## src/rtl/sysctrl_pkg.sv

```systemverilog
// Shared command codes, status constants and helpers for the MCU system-control slave.
package sysctrl_pkg;

    typedef enum logic [7:0] {
        CMD_STATUS   = 8'h00,
        CMD_LEDS     = 8'h01,
        CMD_COLOR    = 8'h02,
        CMD_BUTTONS  = 8'h03,
        CMD_VAR_WR   = 8'h04,
        CMD_IRQ_STAT = 8'h05,
        CMD_VAR_RD   = 8'h06,
        CMD_IRQ_MASK = 8'h07
    } cmd_e;

    localparam logic [7:0] STATUS_MAGIC0 = 8'h5C;
    localparam logic [7:0] STATUS_MAGIC1 = 8'h42;
    localparam logic [7:0] IF_VERSION    = 8'h01;

    localparam logic [3:0] STATE_IDLE = 4'd0;
    localparam logic [3:0] STATE_MAX  = 4'd15;

    function automatic logic [7:0] bit_rev8(input logic [7:0] b);
        logic [7:0] r;
        for (int i = 0; i < 8; i++) begin
            r[i] = b[7-i];
        end
        return r;
    endfunction

endpackage

```

## src/rtl/sysctrl_irq.sv

```systemverilog
// Edge-latched interrupt controller: rising edges set pending bits, MCU acks clear them,
// and the mask only gates the request line and status readback.
module sysctrl_irq #(
    parameter int NUM_IRQ = 8
) (
    input  logic               clk,
    input  logic               rst_n,
    input  logic [NUM_IRQ-1:0] i_int_in,
    input  logic               i_ack_en,
    input  logic [NUM_IRQ-1:0] i_ack_bits,
    input  logic               i_mask_we,
    input  logic [NUM_IRQ-1:0] i_mask_bits,
    output logic [NUM_IRQ-1:0] o_status,
    output logic               o_int_n
);

    logic [NUM_IRQ-1:0] r_in_q;
    logic [NUM_IRQ-1:0] r_pending;
    logic [NUM_IRQ-1:0] r_mask;
    logic [NUM_IRQ-1:0] w_rise;
    logic [NUM_IRQ-1:0] w_ack;
    logic [NUM_IRQ-1:0] w_pending_next;

    assign w_rise = i_int_in & ~r_in_q;
    assign w_ack  = i_ack_en ? i_ack_bits : '0;
    // OR-ing the new edges in last lets a set beat a simultaneous ack.
    assign w_pending_next = (r_pending & ~w_ack) | w_rise;

    always_ff @(posedge clk or negedge rst_n) begin
        if (!rst_n) begin
            r_in_q    <= '0;
            r_pending <= '0;
            r_mask    <= '1;
        end else begin
            r_in_q    <= i_int_in;
            r_pending <= w_pending_next;
            if (i_mask_we) begin
                r_mask <= i_mask_bits;
            end
        end
    end

    assign o_status = r_pending & r_mask;
    assign o_int_n  = ~|o_status;

endmodule

```

## src/rtl/sysctrl_gen.sv

```systemverilog
// Generic MCU system-control slave: byte-framed command decoder, config var bank,
// LED/RGB registers and an interrupt controller.
module sysctrl_gen
    import sysctrl_pkg::*;
#(
    parameter logic [7:0]              CORE_ID      = 8'h02,
    parameter int                      NUM_VARS     = 16,
    parameter logic [NUM_VARS*8-1:0]   VAR_DEFAULTS = '0,
    parameter int                      NUM_IRQ      = 8,
    parameter int                      NUM_BTN      = 2
) (
    input  logic                  clk,
    input  logic                  reset_n,
    input  logic                  data_in_strobe,
    input  logic                  data_in_start,
    input  logic [7:0]            data_in,
    output logic [7:0]            data_out,
    output logic                  int_out_n,
    input  logic [NUM_IRQ-1:0]    int_in,
    input  logic [NUM_BTN-1:0]    buttons,
    output logic [1:0]            leds,
    output logic [23:0]           color,
    output logic [NUM_VARS*8-1:0] vars,
    output logic [NUM_VARS-1:0]   var_wr
);

    localparam logic [8:0] NUM_VARS_W = 9'(NUM_VARS);

    logic [3:0]  r_state, w_state_next;
    logic [7:0]  r_cmd, w_cmd_next;
    logic [7:0]  r_idx, w_idx_next;
    logic [7:0]  r_data_out, w_data_out_next;
    logic [1:0]  r_leds, w_leds_next;
    logic [23:0] r_color, w_color_next;
    logic        w_var_we;
    logic        w_ack_en;
    logic        w_mask_we;
    logic        w_payload;
    logic [7:0]  w_idx_inc;
    logic [7:0]  w_rd_first;
    logic [7:0]  w_rd_next;
    logic [7:0]  w_btn_byte;
    logic [7:0]  w_irq_byte;

    logic [7:0]          r_slot [NUM_VARS];
    logic [NUM_VARS-1:0] r_var_wr;
    logic [NUM_IRQ-1:0]  w_irq_status;

    assign w_payload = data_in_strobe & ~data_in_start & (r_state != STATE_IDLE);
    assign w_idx_inc = r_idx + 8'd1;

    // Slot lookup for both the first readback byte (addressed by the payload itself)
    // and burst continuation; unmatched addresses fall through to zero.
    always_comb begin
        w_rd_first = '0;
        w_rd_next  = '0;
        for (int i = 0; i < NUM_VARS; i++) begin
            if (data_in == 8'(i)) begin
                w_rd_first = r_slot[i];
            end
            if (w_idx_inc == 8'(i)) begin
                w_rd_next = r_slot[i];
            end
        end
    end

    always_comb begin
        w_btn_byte = '0;
        w_irq_byte = '0;
        w_btn_byte[NUM_BTN-1:0] = buttons;
        w_irq_byte[NUM_IRQ-1:0] = w_irq_status;
    end

    always_comb begin
        w_state_next    = r_state;
        w_cmd_next      = r_cmd;
        w_idx_next      = r_idx;
        w_data_out_next = r_data_out;
        w_leds_next     = r_leds;
        w_color_next    = r_color;
        w_var_we        = 1'b0;
        w_ack_en        = 1'b0;
        w_mask_we       = 1'b0;

        if (data_in_strobe && data_in_start) begin
            w_cmd_next   = data_in;
            w_state_next = 4'd1;
        end else if (w_payload) begin
            if (r_state != STATE_MAX) begin
                w_state_next = r_state + 4'd1;
            end
            case (r_cmd)
                CMD_STATUS: begin
                    case (r_state)
                        4'd1:    w_data_out_next = STATUS_MAGIC0;
                        4'd2:    w_data_out_next = STATUS_MAGIC1;
                        4'd3:    w_data_out_next = CORE_ID;
                        4'd4:    w_data_out_next = 8'(NUM_VARS);
                        4'd5:    w_data_out_next = IF_VERSION;
                        default: w_data_out_next = 8'h00;
                    endcase
                end
                CMD_LEDS: begin
                    if (r_state == 4'd1) begin
                        w_leds_next = data_in[1:0];
                    end
                end
                CMD_COLOR: begin
                    case (r_state)
                        4'd1:    w_color_next[15:8]  = bit_rev8(data_in);
                        4'd2:    w_color_next[7:0]   = bit_rev8(data_in);
                        4'd3:    w_color_next[23:16] = bit_rev8(data_in);
                        default: ;
                    endcase
                end
                CMD_BUTTONS: begin
                    w_data_out_next = w_btn_byte;
                end
                CMD_VAR_WR: begin
                    if (r_state == 4'd1) begin
                        w_idx_next = data_in;
                    end else if (r_state == 4'd2 && {1'b0, r_idx} < NUM_VARS_W) begin
                        w_var_we = 1'b1;
                    end
                end
                CMD_IRQ_STAT: begin
                    w_data_out_next = w_irq_byte;
                    w_ack_en        = (r_state == 4'd1);
                end
                CMD_VAR_RD: begin
                    if (r_state == 4'd1) begin
                        w_idx_next      = data_in;
                        w_data_out_next = w_rd_first;
                    end else begin
                        w_idx_next      = w_idx_inc;
                        w_data_out_next = w_rd_next;
                    end
                end
                CMD_IRQ_MASK: begin
                    w_mask_we = (r_state == 4'd1);
                end
                default: ;
            endcase
        end
    end

    always_ff @(posedge clk or negedge reset_n) begin
        if (!reset_n) begin
            r_state    <= STATE_IDLE;
            r_cmd      <= '0;
            r_idx      <= '0;
            r_data_out <= '0;
            r_leds     <= '0;
            r_color    <= '0;
        end else begin
            r_state    <= w_state_next;
            r_cmd      <= w_cmd_next;
            r_idx      <= w_idx_next;
            r_data_out <= w_data_out_next;
            r_leds     <= w_leds_next;
            r_color    <= w_color_next;
        end
    end

    generate
        for (genvar gi = 0; gi < NUM_VARS; gi++) begin : g_slot
            always_ff @(posedge clk or negedge reset_n) begin
                if (!reset_n) begin
                    r_slot[gi]   <= VAR_DEFAULTS[8*gi +: 8];
                    r_var_wr[gi] <= 1'b0;
                end else begin
                    r_var_wr[gi] <= w_var_we && (r_idx == 8'(gi));
                    if (w_var_we && (r_idx == 8'(gi))) begin
                        r_slot[gi] <= data_in;
                    end
                end
            end
            assign vars[8*gi +: 8] = r_slot[gi];
        end
    endgenerate

    sysctrl_irq #(
        .NUM_IRQ(NUM_IRQ)
    ) u_irq (
        .clk         (clk),
        .rst_n       (reset_n),
        .i_int_in    (int_in),
        .i_ack_en    (w_ack_en),
        .i_ack_bits  (data_in[NUM_IRQ-1:0]),
        .i_mask_we   (w_mask_we),
        .i_mask_bits (data_in[NUM_IRQ-1:0]),
        .o_status    (w_irq_status),
        .o_int_n     (int_out_n)
    );

    assign data_out = r_data_out;
    assign leds     = r_leds;
    assign color    = r_color;
    assign var_wr   = r_var_wr;

endmodule

```

## config.mk

```make
export PLATFORM = sky130hd
export DESIGN_NAME = sysctrl_gen
export DESIGN_NICKNAME = d
export VERILOG_FILES = /design/src/rtl/sysctrl_pkg.sv /design/src/rtl/sysctrl_irq.sv /design/src/rtl/sysctrl_gen.sv
export SDC_FILE = /design/constraint.sdc
export NUM_CORES = 1
export LEC_CHECK = 0
export ABC_AREA = 0
export BUFFER_PORTS_ARGS = -buffer_cell sky130_fd_sc_hd__buf_2
export CAP_MARGIN = 5
export CORE_UTILIZATION = 40
export DETAILED_ROUTE_END_ITERATION = 6
export PLACE_DENSITY_LB_ADDON = 0.3
export SETUP_SLACK_MARGIN = 0.5
export SLEW_MARGIN = 20
export SYNTH_ARGS = -nofsm -noshare
export SYNTH_HDL_FRONTEND = slang
export SYNTH_SLANG_ARGS = --single-unit
```

## constraint.sdc

```tcl
create_clock -name clk -period 2.85 [get_ports clk]
set_input_delay 0.1425 -clock clk [delete_from_list [all_inputs] [get_ports clk]]
set_output_delay 0.1425 -clock clk [all_outputs]
set_load 0.03 [all_outputs]
```

==> impl_metrics.csv, run 1 <==
group,metric,value,unit
setup_path,cp-startpoint,"r_idx[1]",
setup_path,cp_cell_sequence,"ha_4, and3_4, nand3_4, a22oi_4, buf_12, buf_4, nand3_1, o211ai_1, a221oi_1, a2111oi_1, nor3_1",
final_layout,synthToLayoutAreaGrowth,34.4,%
final_layout,stdcell_area,0.0162,mm^2
clock_tree,numCtsBuffers,24,
detailed_routing,dr_total_vias,11500,
yosys,synth_edf_count,0,
yosys,synth_nets,1178,
timing,fin_skew,0.0144,ns
setup_path,crit_cells,11,
yosys,ys.flop_type,"dfrtp_1",
detailed_routing,vias_per_cell,6.18,
yosys,synth_top_area_share,44.4,%
detailed_routing,final_antenna_net_count,0,
power_and_ir_drop,leakage,7.75,nW
clock_tree,clockBufferDepth,3,
yosys,synth.area.top_cells,"dfrtp_1 (44%), mux2_2 (14%), o21ai_0 (3.0%)",
power_and_ir_drop,peakVddDrop,0.469,mV
setup_path,cp-start-kind,"register",
yosys,syn_area_per_cell,10.5,um^2
run_status,outcome,"complete, no violations",
yosys,async_flop_share,100,%
timing,clock.fmax,392,MHz
yosys,syn-cell-area,0.0121,mm^2
setup_path,worstSetupEndpointType,"register",
yosys,ys_types,88,
floorplanning,die_w,176,um
clock_tree,clock-sinks,222,
final_layout,antenna_cells,0,
floorplanning,die_h,176,um
setup_path,r2r-start,"r_idx[1]",
yosys,synth-seq-cells,222,
detailed_routing,wl_per_cell,26.8,um
timing,fin_crit_sh,89.6,%
worst_hold_path,holdCritStartpoint,"data_in[3]",
floorplanning,coreArea,0.0296,mm^2
placement,dp_hpwl,35.7,mm
yosys,yosysTopAreaCell,"dfrtp_1",
worst_hold_path,hp-class,"input port to register",
timing,tns,0,ns
setup_path,crit_slowest_cell,"dfrtp_2",
timing,setup_violations,0,
setup_path,cp_top_family,"compound AO/OA/AOI/OAI gates",
setup_path,crit_buf_inv,2,
grt,grt_overflow_total,0,
grt,antenna_found_initial,0,
yosys,ys_seq_area_share,46.1,%
timing,hold_violations,0,
grt,grt_max_degree,88,
clock_tree,cts_tree,"yes",
detailed_routing,drc_errors,0,
setup_path,crit_type,"register to register",
floorplanning,ios,201,
grt,grt_pass1_vias,11200,
floorplanning,rows,63,
final_layout,final_common_cell,"dfrtp_1",
timing,slew_headroom,44.2,%
detailed_routing,dr.pass1.iters,6,
grt,grtUsageTotal,32.1,%
final_layout,finish.utilization,54.7,%
power_and_ir_drop,powerDensity,589,mW/mm^2
detailed_routing,dr.first_iter.drc_count,1270,
clock_tree,cts_max_level,1,
clock_tree,clockRootBuffer,"clkbuf_16",
setup_path,cp.required,3.27,ns
floorplanning,initial_core_util,40.7,%
setup_path,cp.arrival,2.97,ns
final_layout,layout_common_cells,"dfrtp_1 (209), buf_2 (200), mux2_2 (141)",
placement,place_congestion,1.01,
final_layout,drive_gt1_share,46.6,%
placement,port_buffers,200,
grt,grt_pass1_wl,73.9,mm
timing,tightest_slew,0.828,ns
yosys,ys_warn_count,0,
setup_path,critPathMaxStageDelay,0.47,ns
clock_tree,clk_latency,0.54,ns
setup_path,cp_max_fo,9,
flow_run,cap_violations,0,
worst_hold_path,holdPathStages,3,
timing,drv_slew,0,
placement,dpl_cell_area,0.0141,mm^2
final_layout,layout.nets,1488,
yosys,syn_inst,1147,
setup_path,worst_r2r_path_depth,11,
timing,rsz0062_at_grt,"yes",
floorplanning,die_area,0.0309,mm^2
detailed_routing,drt_wl_total,50.0,mm
timing,period_minus_slack,2.55,ns
clock_tree,cts.clk_slew.worst_paths,0.07,ns
==> routing by layer <==
metal / share of wire (%) / GRT usage [%] / vias to the layer above / wire length, um
met4: 3.5 / 11.6 / 0 / 1770
met5: 0 / 0 / - / 0
met3: 8.3 / 5.43 / 114 / 4140
li1: - / - / 4901 / -
met1: 43 / 45.2 / 5861 / 21500
met2: 45 / 49.5 / 644 / 22600
==> flip-flops by register name, summed over array words and instances, names as in the netlist <==
register and count:
u_irq.r_mask 8, leds 2, vars 128, r_idx 8, u_irq.r_in_q 8, u_irq.r_pending 8
var_wr 16, r_state 4, color 24, r_cmd 8, data_out 8
==> worst register-to-register path, stage by stage, from the launching register on <==
cell       delay (ns)
dfrtp_2          0.47
ha_4             0.24
and3_4           0.23
nand3_4          0.10
a22oi_4          0.20
buf_12           0.16
buf_4            0.13
nand3_1          0.12
o211ai_1         0.27
a221oi_1         0.13
a2111oi_1        0.31
nor3_1           0.08
==> cells in the mapped netlist (9+ instances only) <==
cell	n
o21ai_0	72
nand3_1	36
nand4_1	9
buf_2	12
nand2b_1	10
inv_1	35
nor3_1	25
clkbuf_1	57
a221oi_1	15
mux2i_1	13
buf_1	9
dfrtp_1	214
nor2_1	66
nand2_1	82
a22oi_1	18
mux2_2	155
o211ai_1	12
ha_1	9
and3_1	13
a21oi_1	64
o22ai_1	26
a211oi_1	10
==> final cells by class <==
type                            count  area, um^2
Inverter                           38         143
Sequential cell                   222        5570
Multi-Input combinational cell    806        6640
Clock buffer                       32         682
Tap cell                          390         488
Fill cell                        2702       13400
Clock inverter                     12         198
Timing Repair Buffer              365        2500
==> stage by stage <==
stage / instances / setup WS [ns] / hold WS (ns) / total power [mW]
2_1_floorplan: 1147 / 0.513 / -0.153 / 4.63
3_3_place_gp: 1762 / -0.0683 / 0.200 / 5.45
3_5_place_dp: 1762 / -0.0567 / 0.203 / 5.46
4_1_cts: 1851 / 0.358 / 0.0606 / 9.36
5_1_grt: 1865 / 0.235 / 0.117 / 9.86
6_report: 1865 / 0.298 / 0.103 / 9.56
==> cells by family (layout without fill, tap and decap cells) <==
group                    count (synthesis)  in the layout  share of synthesized area, %
AO/OA/AOI/OAI                          297            297                          16.3
XOR/XNOR                                 4              4                         0.290
adder cells (fa/ha/maj)                  9              9                         0.933
buffers and inverters                  119            447                          3.98
flip-flops                             222            222                          46.1
multiplexers                           183            183                          17.9
AND/OR/NAND/NOR                        313            313                          14.5
==> path summary, 6_finish.rpt <==
path / to / slack (ns)
min in group asynchronous: var_wr[2] / 0.21
worst max-delay path: data_out[4] / 0.30
worst max register to register: data_out[4] / 0.30
worst min register to register: u_irq.r_pending[3] / 0.43
max in group asynchronous: u_irq.r_mask[6] / 1.80
worst min-delay path: vars[67] / 0.10
==> repair_timing <==
| action | 4_1_cts | 5_1_grt |
|---|---|---|
| gates cloned | 4 | 1 |
| hold endpoints to repair | 99 | 0 |
| setup buffers | 30 | 13 |
| endpoints found under the setup margin | 112 | 161 |
| pin swaps | 30 | 22 |
| resized for setup | 94 | 76 |
| hold buffers | 11 | 0 |
==> where the power goes <==
| part | internal, mW | leakage, nW | switching (mW) |
|---|---|---|---|
| clock network | 2.14 | 0.426 | 1.35 |
| registers | 3.26 | 2.91 | 0.142 |
| logic | 1.03 | 4.42 | 1.63 |
Power figures use the tool's default switching activity.
==> run 2: changes to the inputs <==
- CORE_MARGIN: not set -> 2
- GPL_ROUTABILITY_DRIVEN: not set -> 0
==> run 2 against run 1 <==
Compared with the run above: die area is 2.3% higher; count of clock-buffer cells in the layout rose by 5; total power is 2.2% lower; critical path depth stayed put; maximum frequency is 7.4% lower; hold slack worse by 0.0078 ns; sequential share of layout area up 0.16 points; combinational power barely moved; first-iteration DRC count is 35% higher; routed wire length is 3.5% lower; register-to-register slack got worse by 0.20 ns; clock power down 5.7%; critical endpoint unchanged.
==> impl_metrics.csv, run 2 (synthesized netlist as in run 1, its figures left out) <==
group,metric,value,unit
power_and_ir_drop,comb_power_share,28.3,%
clock_tree,cts_tree,"yes",
timing,slew_headroom,54.6,%
clock_tree,cts.clk_slew.worst_paths,0.07,ns
clock_tree,clockBufferDepth,3,
setup_path,crit_slowest_cell,"dfrtp_2",
power_and_ir_drop,peakVddDrop,0.392,mV
floorplanning,coreArea,0.0296,mm^2
clock_tree,cts_max_level,1,
setup_path,cp-start-kind,"register",
floorplanning,initial_core_util,40.7,%
power_and_ir_drop,pwr-share-clk,35.2,%
timing,tns,0,ns
worst_hold_path,holdCritStartpoint,"data_in[3]",
setup_path,cp_cell_sequence,"inv_1, ha_4, inv_1, buf_4, nand2_1, o21ai_0, a221oi_1, o211ai_1, a221oi_2, a2111oi_2, nor3_1",
timing,rsz0062_at_grt,"yes",
timing,hold_violations,0,
flow_run,cap_violations,0,
grt,grt_pass1_vias,11400,
setup_path,critPathMaxStageDelay,0.46,ns
final_layout,layout_common_cells,"dfrtp_1 (206), buf_2 (199), mux2_2 (155)",
setup_path,r2r-start,"r_idx[1]",
clock_tree,clockRootBuffer,"clkbuf_16",
placement,port_buffers,200,
clock_tree,numCtsBuffers,24,
power_and_ir_drop,sw_frac_of_total,33.0,%
final_layout,antenna_cells,0,
timing,tightest_slew,0.681,ns
setup_path,cp.required,3.28,ns
final_layout,final_common_cell,"dfrtp_1",
setup_path,cp.arrival,3.18,ns
power_and_ir_drop,powerDensity,578,mW/mm^2
timing,period_minus_slack,2.76,ns
setup_path,crit_type,"register to register",
detailed_routing,drc_errors,0,
timing,drv_slew,0,
clock_tree,clock-sinks,222,
timing,fin_crit_sh,96.7,%
setup_path,cp_max_fo,7,
final_layout,largest_register_ffs,128,
placement,dp_hpwl,33.6,mm
setup_path,cp_top_family,"compound AO/OA/AOI/OAI gates",
power_and_ir_drop,power,9.35,mW
detailed_routing,drt_wl_total,48.3,mm
final_layout,synthToLayoutAreaGrowth,33.9,%
setup_path,reg2reg_to,"data_out[4]",
setup_path,rrSetupSlack,0.09,ns
worst_hold_path,whs_endpoint,"vars[67]",
detailed_routing,dr.pass1.iters,6,
detailed_routing,wl_per_cell,26.1,um
worst_hold_path,hp-class,"input port to register",
detailed_routing,dr.first_iter.drc_count,1716,
floorplanning,ios,201,
detailed_routing,dr_total_vias,11900,
floorplanning,die_area,0.0316,mm^2
setup_path,worstSetupEndpointType,"register",
floorplanning,die_w,178,um
grt,grtUsageTotal,29.5,%
grt,antenna_found_initial,0,
power_and_ir_drop,p_seq_share,36.5,%
run_status,outcome,"complete, no violations",
grt,grt_pass1_wl,70.4,mm
timing,clock.fmax,363,MHz
setup_path,crit_top_cell,"inv_1",
detailed_routing,vias_per_cell,6.43,
clock_tree,clk_latency,0.54,ns
floorplanning,die_h,178,um
detailed_routing,final_antenna_net_count,0,
floorplanning,rows,63,
grt,grt_overflow_total,0,
worst_hold_path,holdPathStages,3,
power_and_ir_drop,leakage,7.63,nW
grt,grt_max_degree,81,
final_layout,layout.nets,1475,
power_and_ir_drop,intPower,6.26,mW
final_layout,drive_gt1_share,46.6,%
timing,setup_violations,0,
power_and_ir_drop,p_sw,3.09,mW
setup_path,crit_buf_inv,3,
setup_path,worst_r2r_path_depth,11,
timing,fin_skew,0.0176,ns
-- run 2: worst max path at each step --
stage,from,slack (ns),cells after the start,endpoint
after floorplan,r_state[0],0.51,9,vars[22]
after global placement,r_idx[1],0.05,9,data_out[6]
after detailed placement,r_idx[1],0.04,10,data_out[6]
after CTS,r_idx[0],0.33,11,data_out[6]
after global routing,r_idx[1],0.12,11,data_out[4]
final,r_idx[1],0.09,11,data_out[4]
-- run 2: metal layers --
metal  routed length (um)  vias up  GRT usage (%)
li1                     -     4904              -
met1                18600     5853           40.1
met2                21200      919           44.4
met3                 5970      224           8.01
met4                 2490        0           12.5
met5                    0        -              0
-- run 2: final cells by class --
type                            count  area [um^2]
Inverter                           38          145
Clock inverter                      7         93.8
Clock buffer                       37          741
Tap cell                          390          488
Multi-Input combinational cell    807         6650
Sequential cell                   222         5580
Fill cell                        2600        13500
Timing Repair Buffer              351         2460
-- run 2: metrics by stage --
step                setup WS, ns  instances  area [um^2]  utilization [%]  hold WS, ns
detailed placement        0.0378       1739        14000             47.1        0.169
global route               0.120       1852        16200             54.5       0.0985
floorplan                  0.513       1147        12100                -       -0.153
finish                    0.0949       1852        16200             54.5       0.0948
CTS                        0.333       1833        15600             52.6       0.0688
global placement          0.0479       1739        14000             47.1        0.169
-- run 2: power groups by stage --
stage                     clock network [mW]  registers (mW)  logic [mW]
after detailed placement                   0            3.45        1.92
after global routing                    3.44            3.42        2.75
after floorplan                            0            3.47        1.16
final                                   3.29            3.41        2.65
after CTS                               3.32            3.39        2.25
after global placement                     0            3.44        1.90
-- run 2: repair_timing --
item | CTS | global route
setup endpoints to repair | 128 | 170
hold endpoints to repair | 93 | 0
pin swaps | 31 | 22
resized for setup | 88 | 84
buffers inserted | 36 | 17
cloned | 3 | 2
hold buffers | 11 | 0
-- run 2: worst reg2reg max path, stage by stage (launching register included) --
cell	delay [ns]
dfrtp_2	0.46
inv_1	0.18
ha_4	0.23
inv_1	0.09
buf_4	0.20
nand2_1	0.11
o21ai_0	0.10
a221oi_1	0.39
o211ai_1	0.26
a221oi_2	0.36
a2111oi_2	0.07
nor3_1	0.21
==> run 3: changes to the inputs <==
- REMOVE_ABC_BUFFERS: not set -> 1
==> run 3 against run 2 <==
Compared with the run above: total power shrank 0.27%; via count down 3.3%; utilization decreased by 0.97 points; critical endpoint is now data_out[0]; largest power group is now the clock network; highest routed layer unchanged; critical path type unchanged.
==> impl_metrics.csv, run 3 (synthesized netlist as in run 1, its figures left out) <==
group,metric,value,unit
grt,antenna_found_initial,0,
grt,grtUsageTotal,29.1,%
grt,grt_overflow_total,0,
clock_tree,clockRootBuffer,"clkbuf_16",
power_and_ir_drop,peakVddDrop,0.360,mV
floorplanning,die_area,0.0316,mm^2
setup_path,reg2reg_to,"data_out[0]",
setup_path,cp-start-kind,"register",
final_layout,layout.nets,1458,
floorplanning,coreArea,0.0296,mm^2
setup_path,crit_slowest_cell,"dfrtp_2",
floorplanning,die_w,178,um
power_and_ir_drop,powerDensity,587,mW/mm^2
placement,dp_hpwl,32.8,mm
final_layout,synthToLayoutAreaGrowth,31.5,%
clock_tree,cts.clk_slew.worst_paths,0.07,ns
timing,hold_violations,0,
grt,grt_max_degree,78,
flow_run,cap_violations,0,
timing,tightest_slew,0.856,ns
clock_tree,clk_latency,0.53,ns
clock_tree,cts_max_level,1,
timing,slew_headroom,42.3,%
final_layout,largest_register_ffs,128,
timing,tns,0,ns
clock_tree,cts_tree,"yes",
setup_path,r2r-start,"r_idx[1]",
floorplanning,initial_core_util,40.7,%
grt,grt_pass1_vias,11100,
timing,drv_slew,0,
detailed_routing,wl_per_cell,25.4,um
detailed_routing,dr_total_vias,11500,
timing,setup_ws,0.169,ns
final_layout,layout_common_cells,"dfrtp_1 (209), buf_2 (199), mux2_2 (144)",
timing,rsz0062_at_grt,"yes",
timing,period_minus_slack,2.68,ns
floorplanning,rows,63,
timing,clock.fmax,373,MHz
final_layout,drive_gt1_share,45.3,%
setup_path,worst_r2r_path_depth,12,
setup_path,crit_buf_inv,3,
setup_path,cp.required,3.27,ns
clock_tree,numCtsBuffers,24,
detailed_routing,drc_errors,0,
floorplanning,die_h,178,um
setup_path,critPathMaxStageDelay,0.45,ns
setup_path,worstSetupEndpointType,"register",
setup_path,cp_cell_sequence,"ha_4, buf_6, a21oi_4, mux2i_2, buf_4, a2bb2oi_2, buf_4, o22ai_2, o311ai_2, a221oi_4, nor4bb_2, o31ai_1",
detailed_routing,final_antenna_net_count,0,
setup_path,crit_top_cell,"buf_4",
grt,grt_pass1_wl,69.5,mm
setup_path,cp_max_fo,6,
detailed_routing,dr.pass1.iters,6,
detailed_routing,drt_wl_total,46.6,mm
detailed_routing,dr.first_iter.drc_count,1648,
setup_path,cp_top_family,"compound AO/OA/AOI/OAI gates",
final_layout,final_common_cell,"dfrtp_1",
setup_path,cp.arrival,3.10,ns
placement,port_buffers,200,
run_status,outcome,"complete, no violations",
power_and_ir_drop,leakage,7.52,nW
timing,setup_violations,0,
final_layout,antenna_cells,0,
clock_tree,clockBufferDepth,3,
setup_path,rrSetupSlack,0.17,ns
clock_tree,clock-sinks,222,
worst_hold_path,hp-class,"input port to async pin",
detailed_routing,vias_per_cell,6.27,
placement,dp_slack,0.0411,ns
setup_path,crit_type,"register to register",
timing,fin_skew,0.0162,ns
timing,fin_crit_sh,94.1,%
floorplanning,ios,201,
-- run 3: cell types whose count changed in the layout (fill, tap and decap cells not counted), sizes merged --
cell    delta
bufbuf     +1
a22oi      -1
clkbuf     -8
buf       -14
bufinv     +3
clkinv     +2
-- run 3: cell type report --
| type | count | area (um^2) |
|---|---|---|
| Clock inverter | 12 | 194 |
| Clock buffer | 32 | 712 |
| Multi-Input combinational cell | 806 | 6520 |
| Fill cell | 2668 | 13800 |
| Tap cell | 390 | 488 |
| Timing Repair Buffer | 335 | 2240 |
| Inverter | 38 | 148 |
| Sequential cell | 222 | 5570 |
-- run 3: how the worst max path moves through the flow --
stage / from / slack [ns] / to / depth (start not counted)
after floorplan: r_idx[0] / -0.47 / data_out[1] / 9
after global placement: r_idx[1] / 0.07 / data_out[6] / 10
after detailed placement: r_idx[1] / 0.04 / data_out[6] / 10
after CTS: r_idx[0] / 0.31 / data_out[0] / 11
after global routing: r_idx[0] / 0.09 / data_out[0] / 12
final: r_idx[1] / 0.17 / data_out[0] / 12
-- run 3: repair_timing --
item,CTS,global route
resized for setup,109,43
cloned,2,0
hold buffers,11,0
setup endpoints to repair,139,158
endpoints found under the hold margin,127,0
pin swaps,33,24
setup buffers,25,11
-- run 3: metal layers --
metal | vias up | part of all wire (%) | track usage [%]
met5 | - | 0 | 0
met4 | 0 | 4.6 | 11.6
met3 | 161 | 12 | 7.26
met2 | 779 | 44 | 44.1
met1 | 5721 | 39 | 39.8
li1 | 4848 | - | -
-- run 3: stage by stage --
step	power, mW	cell area (um^2)	util (%)	hold slack, ns	cells
3_5_place_dp	5.33	14000	47.1	0.109	1742
3_3_place_gp	5.31	14000	47.1	0.109	1742
6_report	9.32	15900	53.6	0.135	1835
5_1_grt	9.64	15900	53.6	0.167	1835
2_1_floorplan	4.49	11700	-	-0.153	1066
4_1_cts	9.15	15600	52.7	0.148	1824
-- run 3: power breakdown --
group,switching (mW),leakage [nW],internal [mW]
Combinational,1.49,4.17,0.880
Clock,1.34,0.444,2.21
Sequential,0.141,2.91,3.26
